--- config.mk ---
export PLATFORM = sky130hd
export DESIGN_NAME = domain_handshake_receiver
export DESIGN_NICKNAME = d
export VERILOG_FILES = /design/src/rtl/domain_handshake_pkg.sv /design/src/rtl/bit_synchronizer.sv /design/src/rtl/domain_handshake_receiver.sv
export SDC_FILE = /design/constraint.sdc
export NUM_CORES = 1
export LEC_CHECK = 0
export BUFFER_PORTS_ARGS = -buffer_cell sky130_fd_sc_hd__buf_4
export CORE_AREA = 8 8 66 68
export CTS_BUF_LIST = sky130_fd_sc_hd__clkbuf_8
export DETAILED_ROUTE_END_ITERATION = 8
export DIE_AREA = 0 0 74 76
export MAX_ROUTING_LAYER = met4
export PLACE_DENSITY_LB_ADDON = 0.2
export REMOVE_ABC_BUFFERS = 1
export SETUP_SLACK_MARGIN = 0.15
export SYNTH_ARGS = -nofsm -noshare
export SYNTH_HDL_FRONTEND = slang
export SYNTH_SLANG_ARGS = --single-unit
--- constraint.sdc ---
create_clock -name i_clk -period 1.8 [get_ports i_clk]
set_clock_uncertainty 0.2 [all_clocks]
set_input_delay 0.09 -clock i_clk [delete_from_list [all_inputs] [get_ports i_clk]]
set_output_delay 0.09 -clock i_clk [all_outputs]
set_load 0.005 [all_outputs]
--- src/rtl/domain_handshake_pkg.sv ---
// Shared types and limits for the two-phase REQ/ACK toggle crossing blocks.
// Both the receiver and future sender blocks import this package.
package domain_handshake_pkg;

  localparam int MIN_SYNC_STAGES = 2;

  typedef enum logic {
    RX_IDLE  = 1'b0,
    RX_VALID = 1'b1
  } rx_state_t;

endpackage : domain_handshake_pkg

--- src/rtl/bit_synchronizer.sv ---
// N-flop single-bit synchronizer with asynchronous active-low reset.
// Used for the REQ toggle here and for the ACK toggle in sender blocks.
module bit_synchronizer #(
  parameter int   STAGES    = 2,
  parameter logic RESET_VAL = 1'b0
) (
  input  logic clk_i,
  input  logic rst_ni,
  input  logic d_i,
  output logic q_o
);

  logic [STAGES-1:0] sync_q;
  logic [STAGES-1:0] sync_d;

  generate
    if (STAGES < 2) begin : g_stage_check
      $error("bit_synchronizer: STAGES must be at least 2");
    end

    for (genvar gi = 0; gi < STAGES; gi++) begin : g_stage
      if (gi == 0) begin : g_first
        assign sync_d[gi] = d_i;
      end else begin : g_chain
        assign sync_d[gi] = sync_q[gi-1];
      end
    end
  endgenerate

  always_ff @(posedge clk_i or negedge rst_ni) begin
    if (!rst_ni) begin
      sync_q <= {STAGES{RESET_VAL}};
    end else begin
      sync_q <= sync_d;
    end
  end

  assign q_o = sync_q[STAGES-1];

endmodule : bit_synchronizer

--- src/rtl/domain_handshake_receiver.sv ---
// Destination end of a two-phase REQ/ACK crossing with valid/ready back-pressure.
// Optional sticky overrun detection: define DOMAIN_HANDSHAKE_RX_OVERRUN_DETECT_EN.
module domain_handshake_receiver
  import domain_handshake_pkg::*;
#(
  parameter int DATA_WIDTH  = 8,
  parameter int SYNC_STAGES = 2,
  parameter int CNT_WIDTH   = 16
) (
  input  logic                  i_clk,
  input  logic                  rst,
  input  logic                  i_req,
  input  logic [DATA_WIDTH-1:0] i_data,
  output logic                  o_ack,
  output logic                  o_valid,
  input  logic                  i_ready,
  output logic [DATA_WIDTH-1:0] o_data,
  output logic [CNT_WIDTH-1:0]  o_xfer_count,
  output logic                  o_overrun
);

  generate
    if (SYNC_STAGES < MIN_SYNC_STAGES) begin : g_sync_check
      $error("domain_handshake_receiver: SYNC_STAGES below MIN_SYNC_STAGES");
    end
  endgenerate

  rx_state_t             state_q, state_d;
  logic                  valid_q, valid_d;
  logic                  ack_q, ack_d;
  logic [DATA_WIDTH-1:0] data_q, data_d;
  logic [CNT_WIDTH-1:0]  cnt_q, cnt_d;
  logic                  sync_req;
  logic                  pending;

  bit_synchronizer #(
    .STAGES    (SYNC_STAGES),
    .RESET_VAL (1'b0)
  ) u_req_sync (
    .clk_i  (i_clk),
    .rst_ni (rst),
    .d_i    (i_req),
    .q_o    (sync_req)
  );

  // A request is outstanding whenever the synchronized REQ level differs from our ACK level.
  assign pending = sync_req ^ ack_q;

  always_ff @(posedge i_clk or negedge rst) begin
    if (!rst) begin
      state_q <= RX_IDLE;
    end else begin
      state_q <= state_d;
    end
  end

  always_comb begin
    state_d = state_q;
    case (state_q)
      RX_IDLE:  if (pending) state_d = RX_VALID;
      RX_VALID: if (i_ready) state_d = RX_IDLE;
      default:  state_d = RX_IDLE;
    endcase
  end

  always_comb begin
    valid_d = valid_q;
    ack_d   = ack_q;
    data_d  = data_q;
    cnt_d   = cnt_q;
    case (state_q)
      RX_IDLE: begin
        if (pending) begin
          data_d  = i_data;
          valid_d = 1'b1;
        end
      end
      RX_VALID: begin
        if (i_ready) begin
          ack_d   = ~ack_q;
          valid_d = 1'b0;
          cnt_d   = cnt_q + CNT_WIDTH'(1);
        end
      end
      default: begin
        valid_d = 1'b0;
      end
    endcase
  end

  always_ff @(posedge i_clk or negedge rst) begin
    if (!rst) begin
      valid_q <= 1'b0;
      ack_q   <= 1'b0;
      data_q  <= '0;
      cnt_q   <= '0;
    end else begin
      valid_q <= valid_d;
      ack_q   <= ack_d;
      data_q  <= data_d;
      cnt_q   <= cnt_d;
    end
  end

`ifdef DOMAIN_HANDSHAKE_RX_OVERRUN_DETECT_EN
  logic req_seen_q, req_seen_d;
  logic overrun_q, overrun_d;

  always_comb begin
    req_seen_d = req_seen_q;
    if (state_q == RX_IDLE && pending) begin
      req_seen_d = sync_req;
    end
  end

  // The sender toggled again before our ACK went back: flag it and never clear until reset.
  assign overrun_d = overrun_q | ((state_q == RX_VALID) && (sync_req != req_seen_q));

  always_ff @(posedge i_clk or negedge rst) begin
    if (!rst) begin
      req_seen_q <= 1'b0;
      overrun_q  <= 1'b0;
    end else begin
      req_seen_q <= req_seen_d;
      overrun_q  <= overrun_d;
    end
  end

  assign o_overrun = overrun_q;
`else
  assign o_overrun = 1'b0;
`endif

  assign o_ack        = ack_q;
  assign o_valid      = valid_q;
  assign o_data       = data_q;
  assign o_xfer_count = cnt_q;

endmodule : domain_handshake_receiver
# ---- Yosys cells after proc, flatten, opt, wreduce, memory -nomap -nowiden
# Cells that the tools add are included.
dict set report op_classes {
  n_addsub 1
  n_mul 0
  div_mod_pow 0
  order_cmp 0
  eq_ne 2
  shift 0
  n_mux 6
  bitwise_logic 3
  reduce_logical 3
}
# cell n
set ops {}
lappend ops {{adder 16 x 1 -> 16 bit, second input constant} 1}
lappend ops {{AND reduction 2 bit} 3}
lappend ops {{2-to-1 mux 1 bit} 4}
lappend ops {{!= test 2 bit, second input constant} 2}
lappend ops {{one-hot mux 1 bit (2 select lines)} 2}
lappend ops {{inverter 1 bit} 2}
lappend ops {{XOR 1 bit} 1}
dict set report word_totals {
  regBits 29
  latchBits 0
  ram_bits 0
  rom_bits 0
  inputBits 12
  out_inout_bits 27
  wordCells 21
  memories 0
}

# ---- Depth between registers and ports, before layout
dict set report logic_depth {
  ltp_word 3
  depth_mapped 5
  ltp_nobuf 5
}

# ---- Modules after synthesis
# A second synthesis with hierarchy kept.
dict set report unflattened {
  cells_unflattened 93
  area_unflattened_um2 1197.4
}
# module instances cells_per_inst area_per_inst_um2 seq_area_each_um2
set by_module_without_submodules {}
lappend by_module_without_submodules {domain_handshake_receiver 1 91 1147.4 675.6}
lappend by_module_without_submodules {bit_synchronizer 1 2 50.0 50.0}

# ---- Least setup slack after synthesis
# No wires, ideal clock.
dict set report synth_path {
  kind {register to register}
  startpoint {reg cnt_q[0] (netlist: o_xfer_count[0])}
  endpoint {reg cnt_q[10] (netlist: o_xfer_count[10])}
  setup_time_ns 0.079
  t_arrival_ns 1.242
  t_required_ns 1.521
  setup_slack_ns 0.279
  path_stages_with_launch 6
  path_buffers 0
  synth_period_minus_slack_ns 1.521
  cell_sequence {dfrtp_1 > ha_1 > nand3_2 > nor3_4 > and3_1 > xor2_1}
}
dict set report synth_between {
  elab_chain_len 1
}
# item line
set synth_rtl {}
lappend synth_rtl {{start: declaration} domain_handshake_receiver.sv:32} ;# logic [CNT_WIDTH-1:0] cnt_q, cnt_d;
lappend synth_rtl {{start signal: assignment} domain_handshake_receiver.sv:101} ;# cnt_q <= cnt_d;
lappend synth_rtl {{adder 16 x 1 -> 16 bit} domain_handshake_receiver.sv:82} ;# cnt_d = cnt_q + CNT_WIDTH'(1);
# No other way between the ends.
# A chain may end at the register's enable or synchronous reset.

# ---- Final worst setup path
dict set report layout_path {
  startpoint {reg cnt_q[1] (netlist: o_xfer_count[1])}
  endpoint {reg cnt_q[10] (netlist: o_xfer_count[10])}
}
# The elaborated chain is that of the path after synthesis.

==> flow_summary.json <==
{
  "status": "completed",
  "grt_pass1_wl_um": 4271,
  "antenna_found_initial": 0,
  "synthDistinctLibCells": 20,
  "hold_ws_ns": 0.07612,
  "drv_slew": 0,
  "yosysSeqAreaShare_pct": 61.31,
  "yosys-top-cells-area": "dfrtp_1 61%, xnor2_1 8.9%, mux2_2 8.6%, xor2_1 3.7%, nand4_1 2.1%",
  "drtIter0Drc": 15,
  "vias": 828,
  "grt_usage_pct": 10.19,
  "cap_violations": 0,
  "r2r_slack_ns": 0.21,
  "port_buffers": 37,
  "drc": 0,
  "path_class": "flip-flop to flip-flop",
  "wl_per_cell_um": 13.05,
  "wl_met2_um": 1286,
  "syn-mean-instance-area_um2": 13.76,
  "peakVddDrop_uv": 741.3,
  "drt-total-wl_um": 2467,
  "gp_congestion": 0.7668,
  "leakage_uw": 0.0008489,
  "ys_ff_latch": 29,
  "grt_max_degree": 30,
  "final_area_um2": 1727,
  "cts_tree": "built",
  "clk_path_buf_depth": 2,
  "setup_viol": 0,
  "ant_nets": 0,
  "hold_viol": 0,
  "reg2reg_from": "o_xfer_count[1]",
  "cp_data_arrival_time_ns": 1.58,
  "core_region_area_um2": 3441,
  "r2r_cells": 5,
  "cp_max_fo": 5,
  "antenna_cells": 0,
  "root_buffer": "clkbuf_8",
  "fin_util_pct": 50.18,
  "die_h_um": 76,
  "io_pins": 39,
  "critPathLaunchType": "flip-flop",
  "clock_sinks": 29,
  "min_path_type": "primary input to async pin",
  "die-area_um2": 5624,
  "p_per_area_nw_per_um2": 1348,
  "via_per_inst": 4.381,
  "rsz0062_at_grt": "yes",
  "yosys.area.top_type": "dfrtp_1",
  "highest_layer": "met4",
  "cts_buffers": 5,
  "finalNetCount": 154,
  "die_w_um": 74,
  "p_total_uw": 2328,
  "met1_length_um": 983,
  "clk_latency_ns": 0.27,
  "drive_above_1_share_pct": 41.84,
  "rows": 22,
  "fmax_ghz": 0.6308,
  "synth_top_area_share_pct": 61.31,
  "synth_cells": 86,
  "cp-end-kind": "flip-flop",
  "grt_pass1_vias": 898,
  "min_period_over_period_pct": 88.07,
  "wl_met3_um": 160,
  "worstPathRequired_ns": 1.79,
  "dr.pass1.iters": 3,
  "dp_hpwl_um": 1714,
  "syn_area_um2": 1184,
  "start_util_pct": 34.40,
  "ys_warn_count": 0,
  "grt_overflow": 0,
  "clkSlewWorstSetupHoldPaths_ns": 0.06,
  "reg2reg_to": "o_xfer_count[10]",
  "fin_crit_ns": 1.585,
  "postPlaceCellArea_um2": 1506,
  "syn_to_final_growth_pct": 45.88,
  "setup_tns_ns": 0,
  "h-tree-depth": 2
}
## critical path, stage by stage, from the launching register on
cell	delay (ns)
dfrtp_1	0.40
ha_1	0.20
nand3_2	0.12
nor3_4	0.24
and3_1	0.20
xor2_1	0.15
## layout make-up
cell class	count	area, um^2
Fill cell	325	1714
Sequential cell	29	725.7
Multi-Input combinational cell	55	451.7
Timing Repair Buffer	50	402.9
Clock buffer	6	82.58
Tap cell	48	60.06
Clock inverter	1	3.754
## timing repair
action | 4_1_cts | 5_1_grt
setup endpoints to repair | 8 | 12
endpoints found under the hold margin | 41 | 0
buffers inserted | 0 | 2
hold buffers | 11 | 0
gates resized for setup | 1 | 2
## metal layers
| layer | global-route usage, % | vias to the layer above |
|---|---|---|
| met5 | - | - |
| met4 | 5.400 | 0 |
| met3 | 4.079 | 4 |
| met2 | 16.11 | 26 |
| met1 | 10.44 | 399 |
| li1 | - | 399 |
## worst max path at each step
stage	cells after the start	endpoint	slack, ns	from
final	5	o_xfer_count[10]	0.21	o_xfer_count[1]
after global routing	5	o_xfer_count[10]	0.13	o_xfer_count[1]
after CTS	5	o_xfer_count[10]	0.18	o_xfer_count[0]
after detailed placement	3	o_data[4]	0.09	o_ack
after global placement	3	o_data[1]	0.13	o_ack
after floorplan	3	o_data[0]	0.24	o_ack
## cell usage after synthesis (all sizes together)
master  number
ha           1
conb         1
a21o         1
nand4        4
and3         3
nand3        5
xnor2       12
nand2        5
and2b        1
dfrtp       29
and2         1
mux2         9
buf          2
and4         1
xor2         5
nor3         2
nor2         4
## where the power goes
part | switching (uW) | internal, uW | leakage (uW)
combinational | 278 | 506 | 0.000435
clock | 212 | 296 | 0.0000485
sequential | 182 | 853 | 0.000366
total | 672 | 1660 | 0.000849
## flip-flops by register name, summed over array words and instances (netlist names)
register	flops
o_ack	1
state_q	1
o_xfer_count	16
o_data	8
o_valid	1
u_req_sync.sync_q	2
## stage by stage
step                      setup WS (ns)  instances
final                            0.2148        189
after global routing             0.1303        189
after CTS                        0.1839        187
after detailed placement        0.09370        169
after global placement           0.1257        169
after floorplan                  0.2405         84
## cells by family after synthesis
group	Yosys count	share of synthesized area [%]
flops	29	61.31
simple gates	26	14.27
xor+xnor	17	12.58
mux	9	8.563
buf+inv	2	1.268
fa+ha+maj	1	1.057
other cells	1	0.3168
compound gates	1	0.6345
## cells in the final DEF, fill, tap and decap left out, types with 2 or more instances in the layout
cell,instances
clkbuf_8,6
nand3_1,3
nor3_4,2
xnor2_1,12
nand2_1,5
buf_4,39
xor2_1,5
dlygate4sd3_1,11
and3_1,3
dfrtp_1,29
nand4_1,4
mux2_2,9
nor2_1,4
Power figures use the tool's default switching activity.
